$ cat src/rtl/mem_pkg.sv
// Shared memory-subsystem definitions: arbiter state codes, access widths,
// and the console MMIO address used by the snooping logic outside the arbiter.
package mem_pkg;
  localparam logic [1:0] ST_IDLE  = 2'd0;
  localparam logic [1:0] ST_IBUSY = 2'd1;
  localparam logic [1:0] ST_DBUSY = 2'd2;

  localparam logic [1:0] W_BYTE = 2'd0;
  localparam logic [1:0] W_HALF = 2'd1;
  localparam logic [1:0] W_WORD = 2'd2;

  localparam logic [31:0] CONSOLE_ADDR = 32'h000F_0000;

  // The reserved width code 3 is folded onto a full-word access.
  function automatic logic [1:0] norm_width(input logic [1:0] w);
    return (w == 2'd3) ? W_WORD : w;
  endfunction
endpackage

$ cat src/rtl/mem_arbiter_if.sv
// Request/response bundle between the two pipeline requesters, the arbiter
// and the unified RAM. The slave modport is the arbiter's view.
interface mem_arbiter_if #(parameter int AW = 32);
  logic          i_valid_i, i_ready_o, i_rvalid_ro;
  logic [AW-1:0] i_addr_i;
  logic [31:0]   i_rdata_ro;

  logic          d_valid_i, d_ready_o, d_write_i, d_rvalid_ro;
  logic [AW-1:0] d_addr_i;
  logic [31:0]   d_wdata_i, d_rdata_ro;
  logic [1:0]    d_width_i;

  logic          flush_i;

  logic          mem_cke_o, mem_write_o;
  logic [AW-1:0] mem_addr_o;
  logic [31:0]   mem_wdata_o, mem_rdata_i;
  logic [1:0]    mem_width_o;

  modport slave (
    input  i_valid_i, i_addr_i, d_valid_i, d_addr_i, d_wdata_i, d_write_i,
           d_width_i, flush_i, mem_rdata_i,
    output i_ready_o, i_rvalid_ro, i_rdata_ro, d_ready_o, d_rvalid_ro,
           d_rdata_ro, mem_cke_o, mem_addr_o, mem_wdata_o, mem_write_o,
           mem_width_o
  );

  modport master (
    output i_valid_i, i_addr_i, d_valid_i, d_addr_i, d_wdata_i, d_write_i,
           d_width_i, flush_i, mem_rdata_i,
    input  i_ready_o, i_rvalid_ro, i_rdata_ro, d_ready_o, d_rvalid_ro,
           d_rdata_ro, mem_cke_o, mem_addr_o, mem_wdata_o, mem_write_o,
           mem_width_o
  );
endinterface

$ cat src/rtl/arb_grant2.sv
// Combinational two-way grant. Data wins ties by default; with
// ARB_ROUND_ROBIN_EN the side that did not win last time wins the tie.
module arb_grant2 (
  input  logic i_req,
  input  logic d_req,
`ifdef ARB_ROUND_ROBIN_EN
  input  logic last_d,
`endif
  output logic gnt_i,
  output logic gnt_d
);
`ifdef ARB_ROUND_ROBIN_EN
  assign gnt_d = d_req & (~i_req | ~last_d);
`else
  assign gnt_d = d_req;
`endif
  assign gnt_i = i_req & ~gnt_d;
endmodule

$ cat src/rtl/mem_arbiter.sv
// Single-port unified memory arbiter for instruction fetch and data access.
// Optional ARB_ROUND_ROBIN_EN replaces fixed data priority with alternation.
module mem_arbiter
  import mem_pkg::*;
#(
  parameter int MEM_LAT = 1,
  parameter int AW      = 32
) (
  input  logic clk,
  input  logic rst,
  mem_arbiter_if.slave bus
);
  logic [1:0]    state;
  logic [1:0]    cnt;
  logic          flush_pend;
  logic [AW-1:0] addr_q;
  logic [1:0]    width_q;
  logic          gnt_i, gnt_d, idle, i_acc, d_acc;

`ifdef ARB_ROUND_ROBIN_EN
  logic last_d;

  always_ff @(posedge clk) begin
    if (rst)                last_d <= 1'b1;
    else if (i_acc | d_acc) last_d <= d_acc;
  end
`endif

  arb_grant2 u_grant (
    .i_req  (bus.i_valid_i),
    .d_req  (bus.d_valid_i),
`ifdef ARB_ROUND_ROBIN_EN
    .last_d (last_d),
`endif
    .gnt_i  (gnt_i),
    .gnt_d  (gnt_d)
  );

  assign idle          = (state == ST_IDLE);
  assign bus.i_ready_o = idle & gnt_i;
  assign bus.d_ready_o = idle & gnt_d;
  assign i_acc         = bus.i_valid_i & bus.i_ready_o;
  assign d_acc         = bus.d_valid_i & bus.d_ready_o;

  always_comb begin
    bus.mem_cke_o   = 1'b0;
    bus.mem_addr_o  = '0;
    bus.mem_wdata_o = '0;
    bus.mem_write_o = 1'b0;
    bus.mem_width_o = '0;
    if (idle) begin
      if (d_acc) begin
        bus.mem_cke_o   = 1'b1;
        bus.mem_addr_o  = bus.d_addr_i;
        bus.mem_wdata_o = bus.d_wdata_i;
        bus.mem_write_o = bus.d_write_i;
        bus.mem_width_o = norm_width(bus.d_width_i);
      end else if (i_acc) begin
        bus.mem_cke_o   = 1'b1;
        bus.mem_addr_o  = bus.i_addr_i;
        bus.mem_width_o = W_WORD;
      end
    end else begin
      // Hold the captured request on the RAM pins for the whole read latency.
      bus.mem_cke_o   = 1'b1;
      bus.mem_addr_o  = addr_q;
      bus.mem_width_o = width_q;
    end
  end

  always_ff @(posedge clk) begin
    if (rst) begin
      state           <= ST_IDLE;
      cnt             <= '0;
      flush_pend      <= 1'b0;
      addr_q          <= '0;
      width_q         <= '0;
      bus.i_rvalid_ro <= 1'b0;
      bus.i_rdata_ro  <= '0;
      bus.d_rvalid_ro <= 1'b0;
      bus.d_rdata_ro  <= '0;
    end else begin
      bus.i_rvalid_ro <= 1'b0;
      bus.d_rvalid_ro <= 1'b0;
      case (state)
        ST_IDLE: begin
          if (d_acc && bus.d_write_i) begin
            bus.d_rvalid_ro <= 1'b1;
          end else if (d_acc) begin
            addr_q  <= bus.d_addr_i;
            width_q <= norm_width(bus.d_width_i);
            cnt     <= 2'(MEM_LAT - 1);
            state   <= ST_DBUSY;
          end else if (i_acc) begin
            addr_q     <= bus.i_addr_i;
            width_q    <= W_WORD;
            cnt        <= 2'(MEM_LAT - 1);
            flush_pend <= bus.flush_i;
            state      <= ST_IBUSY;
          end
        end
        ST_IBUSY: begin
          if (bus.flush_i) flush_pend <= 1'b1;
          if (cnt != 2'd0) begin
            cnt <= cnt - 2'd1;
          end else begin
            // A redirect seen at any point of the fetch kills its response.
            if (!(flush_pend || bus.flush_i)) begin
              bus.i_rvalid_ro <= 1'b1;
              bus.i_rdata_ro  <= bus.mem_rdata_i;
            end
            flush_pend <= 1'b0;
            state      <= ST_IDLE;
          end
        end
        ST_DBUSY: begin
          if (cnt != 2'd0) begin
            cnt <= cnt - 2'd1;
          end else begin
            bus.d_rvalid_ro <= 1'b1;
            bus.d_rdata_ro  <= bus.mem_rdata_i;
            state           <= ST_IDLE;
          end
        end
        default: state <= ST_IDLE;
      endcase
    end
  end
endmodule

$ cat src/flat_wrapper.sv
// flat-port wrapper written by rule: the top's interface ports become plain ports
module mem_arbiter_flat import mem_pkg::*;
#(
  parameter int MEM_LAT = 1,
  parameter int AW      = 32
)
  (clk, rst, bus_i_valid_i, bus_i_addr_i, bus_d_valid_i, bus_d_addr_i, bus_d_wdata_i, bus_d_write_i, bus_d_width_i, bus_flush_i, bus_mem_rdata_i, bus_i_ready_o, bus_i_rvalid_ro, bus_i_rdata_ro, bus_d_ready_o, bus_d_rvalid_ro, bus_d_rdata_ro, bus_mem_cke_o, bus_mem_addr_o, bus_mem_wdata_o, bus_mem_write_o, bus_mem_width_o);
  mem_arbiter_if #(.AW(AW)) bus_i ();
  input  logic clk;
  input  logic rst;
  input wire logic [$bits(bus_i.i_valid_i)-1:0] bus_i_valid_i;
  input wire logic [$bits(bus_i.i_addr_i)-1:0] bus_i_addr_i;
  input wire logic [$bits(bus_i.d_valid_i)-1:0] bus_d_valid_i;
  input wire logic [$bits(bus_i.d_addr_i)-1:0] bus_d_addr_i;
  input wire logic [$bits(bus_i.d_wdata_i)-1:0] bus_d_wdata_i;
  input wire logic [$bits(bus_i.d_write_i)-1:0] bus_d_write_i;
  input wire logic [$bits(bus_i.d_width_i)-1:0] bus_d_width_i;
  input wire logic [$bits(bus_i.flush_i)-1:0] bus_flush_i;
  input wire logic [$bits(bus_i.mem_rdata_i)-1:0] bus_mem_rdata_i;
  output wire logic [$bits(bus_i.i_ready_o)-1:0] bus_i_ready_o;
  output wire logic [$bits(bus_i.i_rvalid_ro)-1:0] bus_i_rvalid_ro;
  output wire logic [$bits(bus_i.i_rdata_ro)-1:0] bus_i_rdata_ro;
  output wire logic [$bits(bus_i.d_ready_o)-1:0] bus_d_ready_o;
  output wire logic [$bits(bus_i.d_rvalid_ro)-1:0] bus_d_rvalid_ro;
  output wire logic [$bits(bus_i.d_rdata_ro)-1:0] bus_d_rdata_ro;
  output wire logic [$bits(bus_i.mem_cke_o)-1:0] bus_mem_cke_o;
  output wire logic [$bits(bus_i.mem_addr_o)-1:0] bus_mem_addr_o;
  output wire logic [$bits(bus_i.mem_wdata_o)-1:0] bus_mem_wdata_o;
  output wire logic [$bits(bus_i.mem_write_o)-1:0] bus_mem_write_o;
  output wire logic [$bits(bus_i.mem_width_o)-1:0] bus_mem_width_o;
  assign bus_i.i_valid_i = bus_i_valid_i;
  assign bus_i.i_addr_i = bus_i_addr_i;
  assign bus_i.d_valid_i = bus_d_valid_i;
  assign bus_i.d_addr_i = bus_d_addr_i;
  assign bus_i.d_wdata_i = bus_d_wdata_i;
  assign bus_i.d_write_i = bus_d_write_i;
  assign bus_i.d_width_i = bus_d_width_i;
  assign bus_i.flush_i = bus_flush_i;
  assign bus_i.mem_rdata_i = bus_mem_rdata_i;
  assign bus_i_ready_o = bus_i.i_ready_o;
  assign bus_i_rvalid_ro = bus_i.i_rvalid_ro;
  assign bus_i_rdata_ro = bus_i.i_rdata_ro;
  assign bus_d_ready_o = bus_i.d_ready_o;
  assign bus_d_rvalid_ro = bus_i.d_rvalid_ro;
  assign bus_d_rdata_ro = bus_i.d_rdata_ro;
  assign bus_mem_cke_o = bus_i.mem_cke_o;
  assign bus_mem_addr_o = bus_i.mem_addr_o;
  assign bus_mem_wdata_o = bus_i.mem_wdata_o;
  assign bus_mem_write_o = bus_i.mem_write_o;
  assign bus_mem_width_o = bus_i.mem_width_o;
  mem_arbiter #(.MEM_LAT(MEM_LAT), .AW(AW)) u_core (.clk(clk), .rst(rst), .bus(bus_i));
endmodule
$ cat config.mk
export PLATFORM = sky130hd
export DESIGN_NAME = mem_arbiter_flat
export DESIGN_NICKNAME = d
export VERILOG_FILES = /design/src/rtl/mem_pkg.sv /design/src/rtl/mem_arbiter_if.sv /design/src/rtl/arb_grant2.sv /design/src/rtl/mem_arbiter.sv /design/src/flat_wrapper.sv
export SDC_FILE = /design/constraint.sdc
export NUM_CORES = 1
export LEC_CHECK = 0
export CORE_MARGIN = 10
export CORE_UTILIZATION = 43
export CTS_CLUSTER_SIZE = 8
export DETAILED_ROUTE_END_ITERATION = 10
export PLACE_DENSITY_LB_ADDON = 0.2
export SYNTH_ARGS = -nofsm -noshare
export SYNTH_HDL_FRONTEND = slang
export SYNTH_HIERARCHICAL = 1
export SYNTH_SLANG_ARGS = --single-unit
$ cat constraint.sdc
create_clock -name clk -period 2.8 [get_ports clk]
set_input_delay 0.28 -clock clk [delete_from_list [all_inputs] [get_ports clk]]
set_output_delay 0.28 -clock clk [all_outputs]
set_load 0.05 [all_outputs]
# Word level (Yosys, flattened, before mapping)
# Cells that the tools add are included.
word_totals:
  register_bits: 105
  latchBits: 0
  ramBits: 0
  rom_bits: 0
  inputBits: 136
  output_inout_bits: 136
  word_cells: 83
  n_memories: 0
op_classes:
  add_sub_neg: 1
  multipliers: 0
  div_mod_pow: 0
  magnitude_cmp: 0
  n_eq_ne: 10
  shift: 0
  muxes: 38
  n_bitwise: 10
  reduce_logical: 15
op_table:
  columns: ["cell", "n"]
  rows:
  - ["32-bit two-way mux", 7]
  - ["2-bit two-way mux", 14]
  - ["1-bit two-way mux", 13]
  - ["3-bit AND reduction", 3]
  - ["2-bit != test (second input constant)", 4]
  - ["2-bit one-hot mux with 2 select lines", 2]
  - ["2-bit nonzero test", 4]
  - ["3-bit != test (second input constant)", 2]
  - ["1-bit AND", 5]
  - ["1-bit inverter", 5]
  - ["5-bit AND reduction", 1]
  - ["2-bit == test (second input constant)", 2]
  - ["1-bit one-hot mux with 2 select lines", 2]
  - ["4-bit AND reduction", 1]
  - ["3-bit OR reduction", 1]
  - ["2-bit by 1-bit == test with 1-bit output (second input constant)", 1]
  - ["2-bit logical NOT", 1]
  - ["2-bit by 1-bit != test with 1-bit output (second input constant)", 1]
  - ["2-bit AND reduction", 1]
  - ["2-bit OR reduction", 1]
  - ["2-bit by 1-bit subtractor with 2-bit output (second input constant)", 1]
  - ["1-bit logical AND", 1]
  - ["1-bit logical OR", 1]

# Longest topological paths before layout
depth:
  word_depth: 8
  depth_mapped: 8
  mapped_depth_nobuf: 6

# By module
# Netlist, hierarchy kept.
modules_own_cells:
  columns: ["mod", "instances", "cells_each", "area_each_um2", "seq_area_each_um2"]
  rows:
  - ["mem_arbiter", 1, 671, 5044.8, 2102.0]
  - ["arb_grant2", 1, 2, 21.3, 0.0]

# Worst setup path before layout
# Ideal clock, no wire load.
synth_timing:
  path_type: "register to output"
  from: "reg u_core.state[0]"
  to: "out bus_mem_addr_o[10]"
  arrival_time_ps: 1730
  required_ps: 2520
  path_slack_ps: 790
  path_stages_with_launch: 9
  n_path_buf: 2
  path_cell_list: "dfxtp_1 > inv_1 > ha_1 > buf_2 > inv_2 > nor3b_2 > buf_2 > nand2_1 > nand3_1"
synth_via:
  elab_chain_len: 6
  elab_cells_between_ends: 8
  cone_classes: "mux (3); bitwise (4); reduce/logical (1)"
synth_rtl:
  columns: ["item", "line", "rtl"]
  rows:
  - ["start, declared", "mem_arbiter.sv:13", "logic [1:0] state;"]
  - ["start signal, assigned", "mem_arbiter.sv:73", "state <= ST_IDLE;"]
  - ["start signal, assigned", "mem_arbiter.sv:93", "state <= ST_DBUSY;"]
  - ["start signal, assigned", "mem_arbiter.sv:99", "state <= ST_IBUSY;"]
  - ["2-bit logical NOT (*)", "mem_arbiter.sv:39", "assign idle = (state == ST_IDLE);"]
  - ["1-bit AND", "mem_arbiter.sv:40", "assign bus.i_ready_o = idle & gnt_i;"]
  - ["1-bit AND", "mem_arbiter.sv:42", "assign i_acc = bus.i_valid_i & bus.i_ready_o;"]
  - ["32-bit two-way mux", "mem_arbiter.sv:58", "end else if (i_acc) begin"]
  - ["32-bit two-way mux", "mem_arbiter.sv:52", "if (d_acc) begin"]
  - ["32-bit two-way mux (*)", "mem_arbiter.sv:51", "if (idle) begin"]
  - ["end, declared", "flat_wrapper.sv:27", "output wire logic [$bits(bus_i.mem_addr_o)-1:0] bus_mem_addr_o;"]
# Every way passes the cells marked *; elsewhere a longest branch is shown, timed or not.

# Worst setup path in the final report
layout_timing:
  from: "reg u_core.state[0]"
  to: "out bus_mem_addr_o[7]"
# Same word-level chain as after synthesis.

==> qor.txt <==
Outcome -> completed
Initial Util -> 0.442
Routed Antenna Nets -> 0
CTS tree -> done
TritonCTS Sinks -> 105
Clk_lat worst skew -> 0.35 ns
First-pass GRT wire length -> 30.1 mm
#FFs+latches synth -> 105
GR Util All Layers -> 0.223
Initial antenna violation count -> 0
Sequential-to-total area share from yosys stat -> 0.415
Worst VDD drop -> 358 uV
Placed cell area -> 8570 um2
Post-Route WL -> 19.6 mm
Post-route insts no fill -> 1062
CTS Buffer Depth -> 2
MaxCap Viol Count -> 0
DIE WIDTH -> 129 um
RSZ-0062 raised after global routing -> no
Netlist cell types -> 41
Syn_nets -> 813
Top Ports -> 272
Dominant cells by area after synthesis -> dfxtp_1, nand2_1, a21oi_1
Final antenna diode count -> 0
CP Launch Type -> register
Worst path buffer plus inverter count -> 3
Critical path data required time -> 2.52 ns
Slew margin rel. -> 0.469
# rows -> 39
WL per Instance -> 18.4 um
Setup TNS Final -> 0 ns
Design Power -> 0.00438 W
CTS buffer count -> 9
Critical path, cell by cell -> inv_1 -> ha_1 -> and3_2 -> buf_12 -> nand2_1 -> nand3_1 -> buf_12
DR iter-0 viols -> 368
Final worst path period share -> 0.911
Dominant delay contributor by cell family on the critical path -> simple AND/OR/NAND/NOR gates
FMAX -> 392 MHz
Number of gates resized after CTS -> 0
Power Dens Cells -> 492 nW/um2
Final hold vios -> 0
Critical Setup Path Class -> reg2out
CTS root buffer -> clkbuf_16
Layout cell share with drive strength beyond 1 -> 0.156
Number of global-route vias before repair -> 5805
Worst slew pin tran -> 0.797 ns
Post-CTS Setup Inserts -> 0
Crit-path slowest cell -> and3_2
Hold depth -> 2
Hold Worst Slack -> 0.455 ns
GRT overflow -> 0
Clk slew on worst S/H paths -> 0.07 ns
Post-Syn Area -> 5070 um2
H-tree Lvls -> 3
Worst clock skew -> 0.0116 ns
Detailed-route via count -> 5693
Full die area -> 16500 um2
# DRC -> 0
Post-DP HPWL -> 15.1 mm
Drt pass-1 iters -> 5
Post-synth EDFFs -> 0
Worst path max stage delay -> 0.48 ns
FFs w/ async S/R, synth -> 0
Synth Area per Inst -> 7.53 um2
Cell taking the most area after synthesis -> dfxtp_1
# port buffers -> 271
Worst r2r path cells -> 7
Vias per cell -> 5.36
Final Instance Area -> 8900 um2
Max-slew violation count -> 0
P_leak -> 3.28 nW
Largest net degree at the start of global routing -> 68
Crit-path max FO -> 49
# hold bufs at CTS -> 0
Min Tclk post-route -> 2.55 ns
# setup viols final -> 0
Area grow syn2layout -> 75.8%
Synth warn -> 6
Setup crit end kind -> output pin
Critical path depth -> 7
Die height -> 129 um
Synthesized instance count -> 673
CP most frequent cell -> buf_12
Total placed cells including tap cells -> 1046
Synth top area share -> 0.415
Core area -> 11500 um2
Final nets -> 1054
HP Class -> reg2reg
Post-synth top flop -> dfxtp_1
WP data arrival -> 2.27 ns
Gp weighted congestion -> 0.820
Fill cells -> 794
[routing by layer]
metal,vias to the layer above,global-route usage,part of all wire
met5,-,0,0
met4,0,0.0989,0.036
met3,40,0.102,0.11
met2,257,0.377,0.49
met1,2662,0.234,0.35
li1,2734,-,-
[through the flow]
| step | worst slack (ns) | util |
|---|---|---|
| 2_1_floorplan | 0.790 | - |
| 4_1_cts | 0.217 | 0.777 |
| 3_5_place_dp | 0.399 | 0.748 |
| 3_3_place_gp | 0.450 | 0.748 |
| 6_report | 0.248 | 0.777 |
| 5_1_grt | 0.0905 | 0.777 |
[sequential cells by signal (all words and copies together) (netlist names)]
signal                  cells
u_core/addr_q              32
u_core/bus.d_rdata_ro      32
u_core/bus.i_rdata_ro      32
u_core/cnt                  2
u_core/state                2
u_core/width_q              2
u_core/bus.d_rvalid_ro      1
u_core/bus.i_rvalid_ro      1
u_core/flush_pend           1
[final cells by class]
class | instances | area, um2 | area share
clock buffers | 10 | 239 | 0.0268
inverters | 7 | 26.3 | 0.00295
flip-flops and latches | 105 | 2100 | 0.236
clock inverters | 6 | 93.8 | 0.0105
repair buffers | 286 | 3590 | 0.403
well taps | 143 | 179 | 0.0201
multi-input cells | 505 | 2680 | 0.301
[worst paths after layout]
path	startpoint	slack, ns	to
worst min register to register	u_core/bus.i_rdata_ro[26]$_SDFFE_PP0P_	0.45	u_core/bus.i_rdata_ro[26]$_SDFFE_PP0P_
worst max register to register	u_core/state[0]$_SDFFE_PP0P_	0.72	u_core/addr_q[4]$_SDFFE_PP0P_
worst min-delay path	u_core/bus.i_rdata_ro[26]$_SDFFE_PP0P_	0.45	u_core/bus.i_rdata_ro[26]$_SDFFE_PP0P_
worst max-delay path	u_core/state[0]$_SDFFE_PP0P_	0.25	bus_mem_addr_o[7]
[cell usage after synthesis (2+ instances only)]
master	n
nor2_1	7
o21ai_0	3
dfxtp_1	105
inv_1	6
a311oi_2	25
nand2b_1	2
o32ai_1	2
or2_2	2
buf_1	5
and2_1	36
nand2_1	260
nand3_1	36
clkbuf_1	29
a21oi_1	95
a311oi_1	7
buf_2	15
buf_4	4
nand4_1	2
a21oi_2	5
ha_1	4
buf_6	3
[cell usage in the layout, fill, tap and decap left out, types with 2 or more instances in the layout]
cell / count
a311oi_2: 25
or2_2: 2
ha_1: 4
nor2_1: 7
dfxtp_1: 105
nand2_1: 260
nand4_1: 2
nand3_1: 36
a21oi_1: 95
inv_6: 3
clkbuf_16: 9
clkdlybuf4s50_1: 200
o32ai_1: 2
nand2b_1: 2
a21oi_2: 5
buf_4: 11
bufinv_16: 2
and2_1: 36
o21ai_0: 3
buf_12: 75
inv_1: 6
a311oi_1: 7
[kinds of logic after synthesis]
family | share of synthesized area
mux | 0.00667
flops | 0.415
simple gates | 0.300
compound gates | 0.211
fa+ha+maj | 0.00988
buf+inv | 0.0578
[worst min-delay path, stage by stage (launching register included)]
cell and delay, ns:
dfxtp_1 0.31, nand2_1 0.05, a21oi_1 0.05
[where the power goes]
part | total (W) | internal [W] | leakage [nW] | switching, W
sequential | 0.00160 | 0.00156 | 0.853 | 0.0000366
clock | 0.00140 | 0.000818 | 0.160 | 0.000579
combinational | 0.00139 | 0.000626 | 2.27 | 0.000761
(Power assumes the default switching activity.)
